## src/rtl/fetch_unit.sv

```systemverilog
// Instruction-fetch stage: PC owner, single-outstanding imem requester, one-entry decoded output buffer.
// Define FETCH_PERF_CNT_EN to add fetchCount_o / bubbleCount_o performance counters.
module fetch_unit #(
  parameter logic [31:0] RESET_PC = 32'h0000_0000
) (
  input  logic        clk_i,
  input  logic        rst_i,
  input  logic        stall_i,
  input  logic        redirect_i,
  input  logic [31:0] redirectPC_i,
  output logic        imemReq_o,
  output logic [31:0] imemAddr_o,
  input  logic        imemAck_i,
  input  logic [31:0] imemData_i,
  output logic        valid_o,
  output logic [4:0]  rs1_o,
  output logic [4:0]  rs2_o,
  output logic [4:0]  rd_o,
  output logic [6:0]  op_o,
  output logic [2:0]  funct3_o,
  output logic [24:0] Instr31_7_o,
  output logic [31:0] PC_o,
  output logic [31:0] pcPlus4_o
`ifdef FETCH_PERF_CNT_EN
  ,
  output logic [31:0] fetchCount_o,
  output logic [31:0] bubbleCount_o
`endif
);

  typedef enum logic [1:0] {S_FETCH, S_WAIT, S_DROP} state_t;

  state_t      state_q, state_d;
  logic [31:0] pc_q, pc_d;
  logic        valid_q, valid_d;
  logic [31:0] instr_q, instr_d;
  logic [31:0] bufPc_q, bufPc_d;
  logic [31:0] bufPc4_q, bufPc4_d;
  logic        bufFree, consume;

  always_ff @(posedge clk_i or posedge rst_i) begin
    if (rst_i) begin
      state_q  <= S_FETCH;
      pc_q     <= RESET_PC;
      valid_q  <= 1'b0;
      instr_q  <= '0;
      bufPc_q  <= '0;
      bufPc4_q <= '0;
    end else begin
      state_q  <= state_d;
      pc_q     <= pc_d;
      valid_q  <= valid_d;
      instr_q  <= instr_d;
      bufPc_q  <= bufPc_d;
      bufPc4_q <= bufPc4_d;
    end
  end

  always_comb begin
    // Requests only go out when the buffer will have room for the answer,
    // so an ack never lands on a live entry.
    bufFree   = !valid_q || !stall_i;
    imemReq_o = (state_q == S_FETCH) && bufFree && !redirect_i && !rst_i;
    consume   = valid_q && !stall_i && !redirect_i;

    state_d  = state_q;
    pc_d     = pc_q;
    valid_d  = valid_q && !consume;
    instr_d  = instr_q;
    bufPc_d  = bufPc_q;
    bufPc4_d = bufPc4_q;

    if (redirect_i) begin
      // Redirect wins over stall and ack; an in-flight response must be dropped.
      pc_d    = redirectPC_i;
      valid_d = 1'b0;
      if (state_q == S_WAIT)
        state_d = imemAck_i ? S_FETCH : S_DROP;
    end else begin
      case (state_q)
        S_FETCH: if (imemReq_o) state_d = S_WAIT;
        S_WAIT: begin
          if (imemAck_i) begin
            instr_d  = imemData_i;
            bufPc_d  = pc_q;
            bufPc4_d = pc_q + 32'd4;
            valid_d  = 1'b1;
            pc_d     = pc_q + 32'd4;
            state_d  = S_FETCH;
          end
        end
        S_DROP:  if (imemAck_i) state_d = S_FETCH;
        default: state_d = S_FETCH;
      endcase
    end
  end

  assign imemAddr_o  = pc_q;
  assign valid_o     = valid_q;
  assign rs1_o       = instr_q[19:15];
  assign rs2_o       = instr_q[24:20];
  assign rd_o        = instr_q[11:7];
  assign op_o        = instr_q[6:0];
  assign funct3_o    = instr_q[14:12];
  assign Instr31_7_o = instr_q[31:7];
  assign PC_o        = bufPc_q;
  assign pcPlus4_o   = bufPc4_q;

`ifdef FETCH_PERF_CNT_EN
  logic [31:0] fetchCnt_q, bubbleCnt_q;

  always_ff @(posedge clk_i or posedge rst_i) begin
    if (rst_i) begin
      fetchCnt_q  <= '0;
      bubbleCnt_q <= '0;
    end else begin
      if (consume) fetchCnt_q  <= fetchCnt_q + 32'd1;
      if (!valid_q) bubbleCnt_q <= bubbleCnt_q + 32'd1;
    end
  end

  assign fetchCount_o  = fetchCnt_q;
  assign bubbleCount_o = bubbleCnt_q;
`endif

endmodule

```

## config.mk

```make
export PLATFORM = sky130hd
export DESIGN_NAME = fetch_unit
export DESIGN_NICKNAME = d
export VERILOG_FILES = /design/src/rtl/fetch_unit.sv
export SDC_FILE = /design/constraint.sdc
export NUM_CORES = 1
export LEC_CHECK = 0
export ABC_AREA = 0
export ABC_CLOCK_PERIOD_IN_PS = 4700
export BUFFER_PORTS_ARGS = -buffer_cell sky130_fd_sc_hd__buf_2
export CAP_MARGIN = 10
export CORE_MARGIN = 8
export CORE_UTILIZATION = 38
export DETAILED_ROUTE_END_ITERATION = 10
export PLACE_DENSITY = 0.65
export SLEW_MARGIN = 20
export SYNTH_ARGS = -nofsm -noshare
export SYNTH_HDL_FRONTEND = slang
export SYNTH_SLANG_ARGS = --single-unit
export TNS_END_PERCENT = 10
```

## constraint.sdc

```tcl
create_clock -name clk_i -period 4.7 [get_ports clk_i]
set_clock_uncertainty 0.1 [all_clocks]
set_input_delay 0.705 -clock clk_i [delete_from_list [all_inputs] [get_ports clk_i]]
set_output_delay 0.705 -clock clk_i [all_outputs]
set_load 0.05 [all_outputs]
```

# Yosys cells after proc, flatten, opt, wreduce, memory -nomap -nowiden
# Cells that the tools add are included.
# Widths: inputs -> output; s select.
[word_totals]
in_bits = 69
out_inout_bits = 148
ff_bits = 131
word_cells = 44
[op_classes]
n_eq_ne = 5
n_reduce_logical = 19
n_mux = 12
bitwise_logic = 1
n_addsub = 1
[op_table]
columns = ["operator", "n"]
rows = [
  ["$mux 32", 3],
  ["$add 32x3->32 const B", 1],
  ["$mux 2", 5],
  ["$logic_and 1x1->1", 6],
  ["$reduce_and 3->1", 2],
  ["$logic_not 1->1", 5],
  ["$pmux 2 s2", 1],
  ["$reduce_bool 2->1", 2],
  ["$mux 1", 3],
  ["$ne 3x1->1 const B", 1],
  ["$ne 3x3->1 const B", 1],
  ["$eq 2x1->1 const B", 1],
  ["$eq 2x2->1 const B", 1],
  ["$logic_not 2->1", 1],
  ["$ne 2x1->1 const B", 1],
  ["$reduce_and 2->1", 1],
  ["$reduce_or 2->1", 1],
  ["$logic_or 1x1->1", 1],
  ["$not 1->1", 1],
]

# Logic depth before layout (Yosys ltp)
[logic_depth]
word_depth = 8
depth_mapped = 9

# Least setup slack after synthesis
# OpenSTA, ideal clock, no wires.
[synth_path]
path_kind = "register to register"
start = "register pc_q[2] (netlist: imemAddr_o[2])"
end = "register bufPc4_q[24] (netlist: pcPlus4_o[24])"
setup_ns = 0.141
t_arrival_ns = 2.504
synth_period_minus_slack_ns = 2.745
n_path_buf = 3
setup_slack_ns = 1.955
t_required_ns = 4.459
stages_incl_launch_ff = 9
cell_sequence = "dfrtp_1 > ha_1 > buf_2 > nand3_1 > or4_1 > clkbuf_1 > clkbuf_1 > o31ai_1 > a31oi_1"
[synth_between]
elab_chain_cells = 1
[synth_rtl]
columns = ["element", "line", "source"]
rows = [
  ["start, declared", "34", "logic [31:0] pc_q, pc_d;"],
  ["start signal, assigned", "51", "pc_q <= pc_d;"],
  ["$add 32x3->32", "86", "bufPc4_d = pc_q + 32'd4;"],
  ["end signal, assigned", "55", "bufPc4_q <= bufPc4_d;"],
  ["end, declared", "38", "logic [31:0] bufPc4_q, bufPc4_d;"],
]
# Every way passes these cells.
# A chain may end at the register's enable or synchronous reset.

# Worst setup path in the final report
[layout_path]
start = "register pc_q[3] (netlist: imemAddr_o[3])"
end = "register bufPc4_q[28] (netlist: pcPlus4_o[28])"
# Same word-level chain as after synthesis.

==> reports/qor.log <==
qor: run.count_of_max_cap_constraint_violations 0
qor: floorplanning.die_w 143 um
qor: clock_network.cts_post_setup_buffers_inserted 0
qor: logic_synthesis.synth_area 6110 um^2
qor: worst_setup_path.cp_max_fo 21
qor: route.ant_nets 0
qor: cells_and_area.nNetsFinal 938
qor: cells_and_area.final_core_utilization 48.6%
qor: clock_network.max-clock-path-buffers 2
qor: route.avgRoutedWirePerCell 16.6 um
qor: worst_setup_path.path_class reg2reg
qor: pwr.powerDensity 783 nW/um^2
qor: worst_setup_path.cp-startpoint imemAddr_o[3]
qor: pwr.worst_ir_drop_vdd 0.000400 V
qor: timing.final.period_utilization 63.2%
qor: floorplanning.design.portCount 217
qor: global_routing.grt_pass1_vias 5335
qor: logic_synthesis.synth.net_count 771
qor: cells_and_area.filler_cell_count 1532
qor: timing.tightest_slew 0.976 ns
qor: worst_setup_path.rr_endpoint pcPlus4_o[28]
qor: logic_synthesis.synth_ff_type sky130_fd_sc_hd__dfrtp_1
qor: worst_setup_path.timing.critical_path.max_delay_family simple AND/OR/NAND/NOR gates
qor: timing.timing.final.crit_period 2.97 ns
qor: worst_setup_path.cp.depth 5
qor: worst_setup_path.critPathCapture pcPlus4_o[28]
qor: timing.timing.final.setup_violations 0
qor: route.drt_first_iter_violations 303
qor: timing.total_negative_setup_slack 0 ns
qor: logic_synthesis.async_set_or_reset_register_ratio_after_synthesis 100%
qor: timing.fmax 0.337 GHz
qor: placed_design.io_buffer_count 216
qor: worst_setup_path.worst-path-buf-inv 0
qor: floorplanning.start_util 38.6%
qor: logic_synthesis.netlist_top_cells_count sky130_fd_sc_hd__nand2_1 (231), sky130_fd_sc_hd__dfrtp_1 (129), sky130_fd_sc_hd__o21ai_0 (48), sky130_fd_sc_hd__clkbuf_1 (43), sky130_fd_sc_hd__nor2_1 (36)
qor: timing.timing_max_transition_violations_final 0
qor: worst_setup_path.critical_path.reg2reg.startpoint imemAddr_o[3]
qor: cells_and_area.syn2layout_area_growth 25.8%
qor: logic_synthesis.synth_enable_flop_cells 0
qor: cells_and_area.drive_above_1_share 29.1%
qor: route.detail_route.first_pass.iterations 7
qor: timing.slew-limit-headroom 34.3%
qor: cells_and_area.multi_input_area 2490 um^2
qor: worst_setup_path.worstRegToRegCells 5
qor: worst_setup_path.crit_path_largest_cell_delay 0.88 ns
qor: placed_design.dp_hpwl 12.9 mm
qor: worst_setup_path.timing.critical_path.mode_cell sky130_fd_sc_hd__or4_1
qor: worst_setup_path.master_of_the_slowest_instance_on_the_critical_path sky130_fd_sc_hd__or4_1
qor: pwr.leakage 3.78 nW
qor: status.status finished clean
qor: worst_setup_path.crit_required 4.93 ns
qor: placed_design.place_congestion 0.832
qor: timing.grt_setup_unrepaired no
qor: clock_network.cts.sink_count 129
qor: clock_network.cts_htree_levels 4
qor: logic_synthesis.yosysTopAreaCellShare 52.8%
qor: global_routing.grt_overflow 0
qor: logic_synthesis.ys_seq_area_share 52.8%
qor: timing.fin_ws 1.73 ns
qor: logic_synthesis.synth.largest_area_cell sky130_fd_sc_hd__dfrtp_1
qor: clock_network.tritoncts yes
qor: floorplanning.fp.dieArea 20400 um^2
qor: logic_synthesis.cells_after_synth 699
qor: global_routing.globalRouteTotalUtil 17.9%
qor: logic_synthesis.synth_cell_type_count 38
qor: clock_network.post_cts_resize_count 0
qor: worst_setup_path.ff2ff_setup_slack 1.73 ns
qor: worst_setup_path.timing.critical_path.cells ha_1, nand3_1, or4_1, or4_1, a31oi_1
qor: logic_synthesis.synth.ff_latch_count 129
qor: route.route.detailed.drc 0
qor: logic_synthesis.syn_area_cell 8.74 um^2
qor: global_routing.antenna_found_initial 1
qor: clock_network.cts.hold.buffers_added 0
qor: clock_network.numCtsBuffers 17
qor: worst_setup_path.worst_ep_arrival_time 3.20 ns
qor: logic_synthesis.synthTopCellsByArea sky130_fd_sc_hd__dfrtp_1 (53%), sky130_fd_sc_hd__nand2_1 (14%), sky130_fd_sc_hd__o21ai_0 (3.9%)
qor: clock_network.worst_skew_pair.late_latency 0.41 ns
qor: logic_synthesis.synth.most_common_cell sky130_fd_sc_hd__nand2_1
qor: clock_network.root_buffer sky130_fd_sc_hd__clkbuf_16
qor: route.wl 18.2 mm
qor: floorplanning.die_height 143 um
qor: timing.timing_hold_violations_final 0
qor: floorplanning.floorplan.rows 46
qor: route.route.detailed.vias_per_inst 5.03
qor: route.via_count 5500
qor: worst_setup_path.setup.worst_path.end_class flop
qor: logic_synthesis.yosys_warnings 0
qor: global_routing.global_route_wire_length_before_repair 28.6 mm
qor: worst_setup_path.critPathLaunchType flop
qor: global_routing.pin_count_of_the_biggest_net_entering_global_routing 101
qor: min_path.hp-class reg2reg
qor: floorplanning.placeableCoreArea 15800 um^2
qor: clock_network.clkTransAtPathRegs 0.05 ns
qor: cells_and_area.final-seq-area 3230 um^2
qor: placed_design.pre_cts_slack 1.40 ns
==> state kept, by name, summed over array words and instances, names as in the netlist <==
name        flops
state_q         2
pcPlus4_o      30
valid_o         1
imemAddr_o     32
PC_o           32
instr_q        32
==> layer usage <==
metal	up-vias	global-route usage, %	part of all wire (%)
met4	2	5.82	1.1
met3	17	5.64	8.5
li1	2687	-	-
met1	2579	23.3	45
met2	215	27.8	46
met5	-	0	0.055
==> worst register-to-register path, stage by stage (launching register included) <==
cell and delay, ns:
sky130_fd_sc_hd__dfrtp_1 0.50, sky130_fd_sc_hd__ha_1 0.38, sky130_fd_sc_hd__nand3_1 0.26, sky130_fd_sc_hd__or4_1 0.88
sky130_fd_sc_hd__or4_1 0.59, sky130_fd_sc_hd__a31oi_1 0.18
==> cell type report <==
class	count	share of cell area, %
diodes	1	0.0325
repair buffers	221	14.7
clock buffers	23	5.96
inverters	10	0.553
flip-flops and latches	129	42.0
well taps	216	3.51
multi-input cells	487	32.4
clock inverters	7	0.814
==> placed cells by master, fill, tap and decap left out, types with 4 or more instances in the layout <==
| master | count |
|---|---|
| sky130_fd_sc_hd__a31oi_1 | 28 |
| sky130_fd_sc_hd__and4_1 | 4 |
| sky130_fd_sc_hd__buf_2 | 216 |
| sky130_fd_sc_hd__buf_4 | 4 |
| sky130_fd_sc_hd__clkbuf_1 | 5 |
| sky130_fd_sc_hd__clkbuf_16 | 17 |
| sky130_fd_sc_hd__clkinv_2 | 5 |
| sky130_fd_sc_hd__dfrtp_1 | 129 |
| sky130_fd_sc_hd__inv_1 | 9 |
| sky130_fd_sc_hd__nand2_1 | 230 |
| sky130_fd_sc_hd__nand3_1 | 11 |
| sky130_fd_sc_hd__nand4_1 | 14 |
| sky130_fd_sc_hd__nor2_1 | 35 |
| sky130_fd_sc_hd__nor3_1 | 5 |
| sky130_fd_sc_hd__nor4_1 | 5 |
| sky130_fd_sc_hd__o21ai_0 | 48 |
| sky130_fd_sc_hd__o311ai_0 | 4 |
| sky130_fd_sc_hd__o31ai_1 | 13 |
| sky130_fd_sc_hd__or3_1 | 16 |
| sky130_fd_sc_hd__or4_1 | 23 |
| sky130_fd_sc_hd__xnor2_1 | 16 |
| sky130_fd_sc_hd__xor2_1 | 9 |
==> power by group <==
part,total (mW),switching (mW),internal [mW]
Combinational,3.01,2.42,0.594
Sequential,1.82,0.289,1.53
Clock,1.19,0.458,0.729
Total,6.02,3.16,2.86
==> through the flow <==
step	hold slack, ns	cell area (um^2)	cells	power (mW)
CTS	0.364	7690	1093	6.09
floorplan	0.419	6110	699	4.22
finish	0.367	7690	1094	6.02
detailed placement	0.356	7170	1063	4.88
global placement	0.353	7170	1063	4.85
global route	0.372	7690	1093	6.32
==> kinds of logic (layout without fill, tap and decap cells) <==
kind of cell | after synthesis | in the layout | synth area share, %
compound gates | 101 | 101 | 9.97
other cells | 0 | 1 | 0
buf+inv | 83 | 261 | 6.61
mux | 3 | 3 | 0.532
simple gates | 355 | 355 | 25.9
xor+xnor | 25 | 25 | 3.58
flops | 129 | 129 | 52.8
fa+ha+maj | 3 | 3 | 0.614
==> worst min-delay path by stage <==
stage	startpoint	to	slack, ns	cells after the start
after floorplan	state_q[1]	state_q[1]	0.42	2
after global placement	instr_q[2]	instr_q[2]	0.35	2
after detailed placement	instr_q[5]	instr_q[5]	0.36	2
after CTS	imemData_i[29]	instr_q[29]	0.36	3
after global routing	imemData_i[29]	instr_q[29]	0.37	3
final	instr_q[31]	instr_q[31]	0.37	2
Note: power is estimated with default switching activity, not from simulation.
